`config.mk`:
```
export PLATFORM = sky130hd
export DESIGN_NAME = mult_product_accumulator
export DESIGN_NICKNAME = d
export VERILOG_FILES = /design/src/rtl/mult_product_accumulator.sv
export SDC_FILE = /design/constraint.sdc
export NUM_CORES = 1
export LEC_CHECK = 0
export BUFFER_PORTS_ARGS = -buffer_cell sky130_fd_sc_hd__buf_2
export CAP_MARGIN = 20
export CORE_ASPECT_RATIO = 0.9
export CORE_MARGIN = 4
export CORE_UTILIZATION = 50
export DETAILED_ROUTE_END_ITERATION = 10
export HOLD_SLACK_MARGIN = 0.06
export PLACE_DENSITY_LB_ADDON = 0.08
export SLEW_MARGIN = 20
export SYNTH_ARGS = -nofsm -noshare
export SYNTH_HDL_FRONTEND = slang
export SYNTH_SLANG_ARGS = --single-unit
export TNS_END_PERCENT = 50
```
`constraint.sdc`:
```
create_clock -name clk -period 3.38 [get_ports clk]
set_input_delay 0.507 -clock clk [delete_from_list [all_inputs] [get_ports clk]]
set_output_delay 0.507 -clock clk [all_outputs]
set_load 0.02 [all_outputs]
```
`src/rtl/mult_product_accumulator.sv`:
```
// mult_product_accumulator
//
// Tail stage for the 4x4 array multiplier. It takes a batch of LEN unsigned
// products over a valid/ready input and adds them into a wide accumulator.
// It then presents one registered sum over a valid/ready output.
//
// Ports:
//   clk        rising-edge clock
//   rst        asynchronous active-high reset
//   start      begin a batch (only looked at in IDLE)
//   len        products per batch, 0 means 2**LEN_W; latched with start
//   clear      synchronous abort to IDLE, overrides everything else
//   in_valid   product available
//   in_ready   block accepts a product this cycle (high only in ACCUM)
//   in_prod    unsigned product from the multiplier
//   out_valid  result held and valid (high only in DONE)
//   out_ready  consumer takes the result
//   out_sum    accumulated sum modulo 2**ACC_W
//   out_ovf    sticky carry-out seen during the batch
//   busy       high in ACCUM or DONE
//   count      products accepted so far in the current batch
//
// All outputs come from registers or from a state decode. No input reaches
// an output combinationally.
module mult_product_accumulator #(
    parameter int PROD_W = 8,
    parameter int ACC_W  = 16,
    parameter int LEN_W  = 4
) (
    input  logic              clk,
    input  logic              rst,
    input  logic              start,
    input  logic [LEN_W-1:0]  len,
    input  logic              clear,
    input  logic              in_valid,
    output logic              in_ready,
    input  logic [PROD_W-1:0] in_prod,
    output logic              out_valid,
    input  logic              out_ready,
    output logic [ACC_W-1:0]  out_sum,
    output logic              out_ovf,
    output logic              busy,
    output logic [LEN_W:0]    count
);

    localparam logic [1:0] IDLE  = 2'd0;
    localparam logic [1:0] ACCUM = 2'd1;
    localparam logic [1:0] DONE  = 2'd2;

    logic [1:0]       state_reg;
    logic [LEN_W:0]   target_reg;
    logic [LEN_W:0]   count_reg;
    logic [ACC_W-1:0] acc_reg;
    logic             ovf_reg;
    logic [ACC_W-1:0] out_sum_reg;
    logic             out_ovf_reg;

    logic             accept;
    logic [ACC_W:0]   sum_next;
    logic             ovf_next;
    logic [LEN_W:0]   count_next;
    logic [LEN_W:0]   target_next;

    assign accept = in_valid && (state_reg == ACCUM);

    // The extra top bit of the sum is the carry out of the accumulator.
    assign sum_next   = {1'b0, acc_reg} + {{(ACC_W + 1 - PROD_W){1'b0}}, in_prod};
    assign ovf_next   = ovf_reg | sum_next[ACC_W];
    assign count_next = count_reg + {{LEN_W{1'b0}}, 1'b1};

    // A length of zero selects the full 2**LEN_W batch. That is why target
    // and count carry one more bit than len.
    assign target_next = (len == '0) ? {1'b1, {LEN_W{1'b0}}} : {1'b0, len};

    always_ff @(posedge clk or posedge rst) begin
        if (rst) begin
            state_reg   <= IDLE;
            target_reg  <= '0;
            count_reg   <= '0;
            acc_reg     <= '0;
            ovf_reg     <= 1'b0;
            out_sum_reg <= '0;
            out_ovf_reg <= 1'b0;
        end else if (clear) begin
            // The result registers keep their last value. out_valid is
            // decoded from state, so they are no longer presented as valid.
            state_reg <= IDLE;
            count_reg <= '0;
            acc_reg   <= '0;
            ovf_reg   <= 1'b0;
        end else begin
            case (state_reg)
                IDLE: begin
                    if (start) begin
                        target_reg <= target_next;
                        count_reg  <= '0;
                        acc_reg    <= '0;
                        ovf_reg    <= 1'b0;
                        state_reg  <= ACCUM;
                    end
                end
                ACCUM: begin
                    if (accept) begin
                        acc_reg   <= sum_next[ACC_W-1:0];
                        ovf_reg   <= ovf_next;
                        count_reg <= count_next;
                        // The last product goes straight into the result
                        // registers. out_valid is then high on the next cycle.
                        if (count_next == target_reg) begin
                            out_sum_reg <= sum_next[ACC_W-1:0];
                            out_ovf_reg <= ovf_next;
                            state_reg   <= DONE;
                        end
                    end
                end
                DONE: begin
                    if (out_ready) begin
                        state_reg <= IDLE;
                    end
                end
                default: begin
                    state_reg <= IDLE;
                end
            endcase
        end
    end

    assign in_ready  = (state_reg == ACCUM);
    assign out_valid = (state_reg == DONE);
    assign busy      = (state_reg == ACCUM) || (state_reg == DONE);
    assign out_sum   = out_sum_reg;
    assign out_ovf   = out_ovf_reg;
    assign count     = count_reg;

endmodule

```
## Word level (Yosys, flattened, before mapping)

Cells that the tools add are included.

- Word-level logic and storage cells: 46
- Input port bits: 18
- Flip-flop bits (word level): 46
- Output and inout port bits: 25

- Reductions and logical operators: 9
- Equal/unequal tests: 7
- Bitwise logic cells: 2
- $add $sub $neg: 2
- Mux-type cells: 19

Operator list:

| operator | number |
|---|---|
| 2-to-1 mux 16 bit | 3 |
| case mux 16 bit (2 select lines) | 1 |
| 2-to-1 mux 5 bit | 4 |
| adder 16 x 8 -> 17 bit | 1 |
| 2-to-1 mux 2 bit | 5 |
| case mux 5 bit (2 select lines) | 1 |
| != test 3 x 2 -> 1 bit (second input constant) | 3 |
| AND reduction 4 bit | 2 |
| case mux 2 bit (3 select lines) | 1 |
| AND reduction 3 bit | 2 |
| adder 5 x 1 -> 5 bit (second input constant) | 1 |
| equality test 5 bit | 1 |
| logical NOT 4 bit | 1 |
| 2-to-1 mux 1 bit | 3 |
| != test 3 bit (second input constant) | 1 |
| nonzero test 3 bit | 1 |
| equality test 2 x 1 -> 1 bit (second input constant) | 1 |
| equality test 2 bit (second input constant) | 1 |
| logical NOT 2 bit | 1 |
| case mux 1 bit (2 select lines) | 1 |
| logical AND 1 bit | 1 |
| logical OR 1 bit | 1 |
| NOT 1 bit | 1 |
| bitwise OR 1 bit | 1 |

## Logic depth before layout (Yosys ltp)

- Word-level depth: 6
- Gate-level depth with buffers: 8
- Mapped depth without buffers: 7

## Worst setup path before layout

OpenSTA, ideal clock, no wires.

- Path type: input-to-reg
- Start point: input in_prod[0]
- End point: register out_sum_reg[10] (netlist: out_sum[10])
- Stages on the path: 7
- Required time: 3.255 ns
- Path buffers: 0
- Arrival: 2.282 ns
- Library setup time: 0.125 ns
- Path slack: 0.974 ns
- Path through: ha_1 fa_1 a21o_1 a221oi_2 a211oi_1 xor2_1 mux2_2

- Cells in the longest elaborated chain, start to end: 1

Ends and longest elaborated chain:

| element | RTL line | source |
|---|---|---|
| start: declaration | 37 | `input logic [PROD_W-1:0] in_prod,` |
| adder 16 x 8 -> 17 bit | 67 | `assign sum_next = {1'b0, acc_reg} + {{(ACC_W + 1 - PROD_W){1'b0}}, in_prod};` |
| end signal: assignment | 110 | `out_sum_reg <= sum_next[ACC_W-1:0];` |
| end: declaration | 55 | `logic [ACC_W-1:0] out_sum_reg;` |

No other way between the ends.
A chain may end at the register's enable or synchronous reset.

## Final worst setup path

- Start point: register acc_reg[0]
- End point: register out_sum_reg[10] (netlist: out_sum[10])

- Cells in the longest elaborated chain, start to end: 1

Ends and longest elaborated chain:

| element | RTL line | source |
|---|---|---|
| start: declaration | 53 | `logic [ACC_W-1:0] acc_reg;` |
| start signal: assignment | 104 | `acc_reg <= sum_next[ACC_W-1:0];` |
| adder 16 x 8 -> 17 bit | 67 |  |

No other way between the ends.

==> impl_metrics.env <==
export IMPL_slew_viol_final=0
export IMPL_areaGrowthSynthToFinish_pct=11.7
export IMPL_n_antenna_cell=0
export IMPL_cts_tree="done"
export IMPL_drive_above_1_share=0.273
export IMPL_grt_overflow_total=0
export IMPL_grt_use_met3=0.0403
export IMPL_clkTransAtPathRegs_ns=0.08
export IMPL_insertion_delay_ns=0.30
export IMPL_required_ns=3.57
export IMPL_grt_pass1_wl_um=9530
export IMPL_routed_wl_um=5560
export IMPL_crit_path_start_kind="flip-flop"
export IMPL_syn_inst=246
export IMPL_crit_chain="ha_1 -> fa_1 -> a21o_1 -> a221oi_2 -> a211oi_1 -> xor2_1 -> mux2_2"
export IMPL_start_util=0.517
export IMPL_nets=318
export IMPL_synthTopCellsByArea="dfrtp_1, ha_1, mux2_4, mux2_2, a22o_1"
export IMPL_yosysWarnings=0
export IMPL_place_gp_congestion=0.846
export IMPL_rsz0062_at_grt="false"
export IMPL_vias=1984
export IMPL_grt_pass1_vias=1969
export IMPL_core_sq_um=5260
export IMPL_status="completed"
export IMPL_yosysTopAreaCellShare=0.424
export IMPL_use_met1=0.239
export IMPL_slowest_stage="a221oi_2"
export IMPL_die_w_um=85.7
export IMPL_synth_flop_cell="dfrtp_1"
export IMPL_synth_edf_count=0
export IMPL_worst_path_largest_cell_delay_ns=0.45
export IMPL_cp_num_buf_inv=0
export IMPL_crit_type="reg -> reg"
export IMPL_drtPass1Iterations=4
export IMPL_fin_crit_sh=0.745
export IMPL_finalWorstSetupSlack_ns=0.862
export IMPL_fp_dieH_um=77.9
export IMPL_relSlewSlack=0.475
export IMPL_cts_sinks=46
export IMPL_ys_types=48
export IMPL_clockBufferDepth=2
export IMPL_synth_avg_cell_area_sq_um=11.0
export IMPL_cts_max_level=2
export IMPL_ys_ff_latch=46
export IMPL_grt_max_degree=47
export IMPL_multi_input_area_sq_um=1460
export IMPL_antenna_found_initial=0
export IMPL_post_cts_setup_buffer_count=0
export IMPL_fin_util=0.577
export IMPL_worst_pin_slew_ns=0.786
export IMPL_grt_busiest_layer="met2"
export IMPL_fmax_ghz=0.397
export IMPL_yosys_area_top_type="dfrtp_1"
export IMPL_hold_buffers=0
export IMPL_root_buffer="clkbuf_8"
export IMPL_hold_class="in -> async"
export IMPL_synth_area_sq_um=2720
export IMPL_wire_per_inst_um=15.7
export IMPL_via_per_inst=5.62
export IMPL_syn_nets=278
export IMPL_cp_end_kind="flip-flop"
export IMPL_totalPowerFinal_mw=1.57
export IMPL_crit_arrival_ns=2.70
export IMPL_maxCapViolCount=0
export IMPL_hpwlAfterDp_um=3980
export IMPL_peakVddDrop_mv=0.276
export IMPL_setup_viol=0
export IMPL_grtUsageMet2=0.285
export IMPL_cts_buffers_inserted=5
export IMPL_ios=43
export IMPL_skew_ns=0.00491
export IMPL_power_leakage_nw=1.51
export IMPL_portBuffers=42
export IMPL_yosysSeqAreaShare=0.424
export IMPL_fill_cells=475
export IMPL_fin_crit_ns=2.52
export IMPL_hold_violations=0
export IMPL_power_density_nw_per_um2=517
export IMPL_antenna_left=0
export IMPL_dieArea_sq_um=6670
export IMPL_first_iter_violations=101
export IMPL_cts_resized_gates=0
export IMPL_path_delay_family="compound AO/OA/AOI/OAI gates"
export IMPL_cp_max_fo=5
export IMPL_register_area_sq_um=1150
export IMPL_rows=25
export IMPL_place_ws_ns=0.641
export IMPL_drc=0
export IMPL_setup_tns_ns=0
export IMPL_synthArstFlopShare=1.00
export IMPL_gr_usage_all_layers=0.180
stage by stage:
step	cell area, sq um	hold WS, ns	std cells
floorplan	2720	0.454	246
detailed placement	2960	0.489	346
CTS	3030	0.444	353
global placement	2960	0.474	346
finish	3030	0.324	353
global route	3030	0.394	353
path summary, 6_finish.rpt:
check                           depth (start not counted)                         to  slack, ns                 startpoint
worst min register to register                          2  target_reg[4]$_DFFE_PP0P_       0.50  target_reg[4]$_DFFE_PP0P_
min in group clk                                        2  target_reg[1]$_DFFE_PP0P_       0.45                     len[1]
worst min-delay path                                    2       count[0]$_DFFE_PP0P_       0.32                        rst
max in group asynchronous                               2     out_sum[9]$_DFFE_PP0P_       2.59                        rst
worst max-delay path                                    7    out_sum[10]$_DFFE_PP0P_       0.86     acc_reg[0]$_DFFE_PP0P_
worst max register to register                          7    out_sum[10]$_DFFE_PP0P_       0.86     acc_reg[0]$_DFFE_PP0P_
synth_stat cells (2+ instances only):
| library cell | n |
|---|---|
| nand3_1 | 3 |
| and2_1 | 2 |
| nand4_1 | 4 |
| o22ai_1 | 2 |
| a22o_1 | 11 |
| or3_1 | 2 |
| a21oi_1 | 13 |
| a31oi_1 | 2 |
| a21o_1 | 4 |
| nor3_1 | 3 |
| mux2_2 | 11 |
| nand2_1 | 12 |
| mux2i_1 | 4 |
| dfrtp_1 | 46 |
| o211ai_1 | 3 |
| clkbuf_1 | 8 |
| inv_1 | 10 |
| xnor2_1 | 9 |
| nand2b_1 | 8 |
| xor2_1 | 9 |
| mux2_4 | 9 |
| ha_1 | 13 |
| and3_1 | 2 |
| nand3b_1 | 2 |
| o21bai_1 | 3 |
| nor2_1 | 10 |
| o21ai_0 | 17 |
| a211oi_1 | 4 |
cells in the final DEF (no fill, tap or decap), types with 3 or more instances in the layout:
master    instances
mux2_4            9
xnor2_1           9
nand4_1           4
o21bai_1          3
buf_2            42
a211oi_1          4
dfrtp_1          46
xor2_1            9
nor3_1            3
clkbuf_8          5
a21o_1            4
nor2_1           10
o211ai_1          3
mux2i_1           4
nand3_1           3
inv_1             9
mux2_2           11
a21oi_1          13
nand2_1          12
a22o_1           11
nand2b_1          8
o21ai_0          17
ha_1             13
logic make-up (layout without fill, tap and decap cells):
kind of cell	count (synthesis)	in the layout	synth area share
simple gates	54	54	0.112
xor+xnor	19	19	0.0677
fa+ha+maj	14	14	0.0673
compound gates	68	68	0.180
buf+inv	21	61	0.0392
mux	24	24	0.110
flops	46	46	0.424
report_power, final:
part | leakage (nW) | internal [mW] | total (mW) | switching, mW
clock | 0.0383 | 0.143 | 0.315 | 0.172
combinational | 0.852 | 0.248 | 0.578 | 0.330
sequential | 0.625 | 0.621 | 0.676 | 0.0549
layer usage:
metal,routed length [um],vias to the layer above
li1,-,974
met1,2650,957
met2,2580,43
met3,228,10
met4,96,0
met5,0,-
cell type report:
type	instances	share of cell area
timing repair buffer	44	0.0743
sequential	46	0.380
clock buffer	7	0.0252
tap	67	0.0276
inverter	10	0.0128
multi-input combinational	179	0.481
Note: power is estimated with default switching activity, not from simulation.
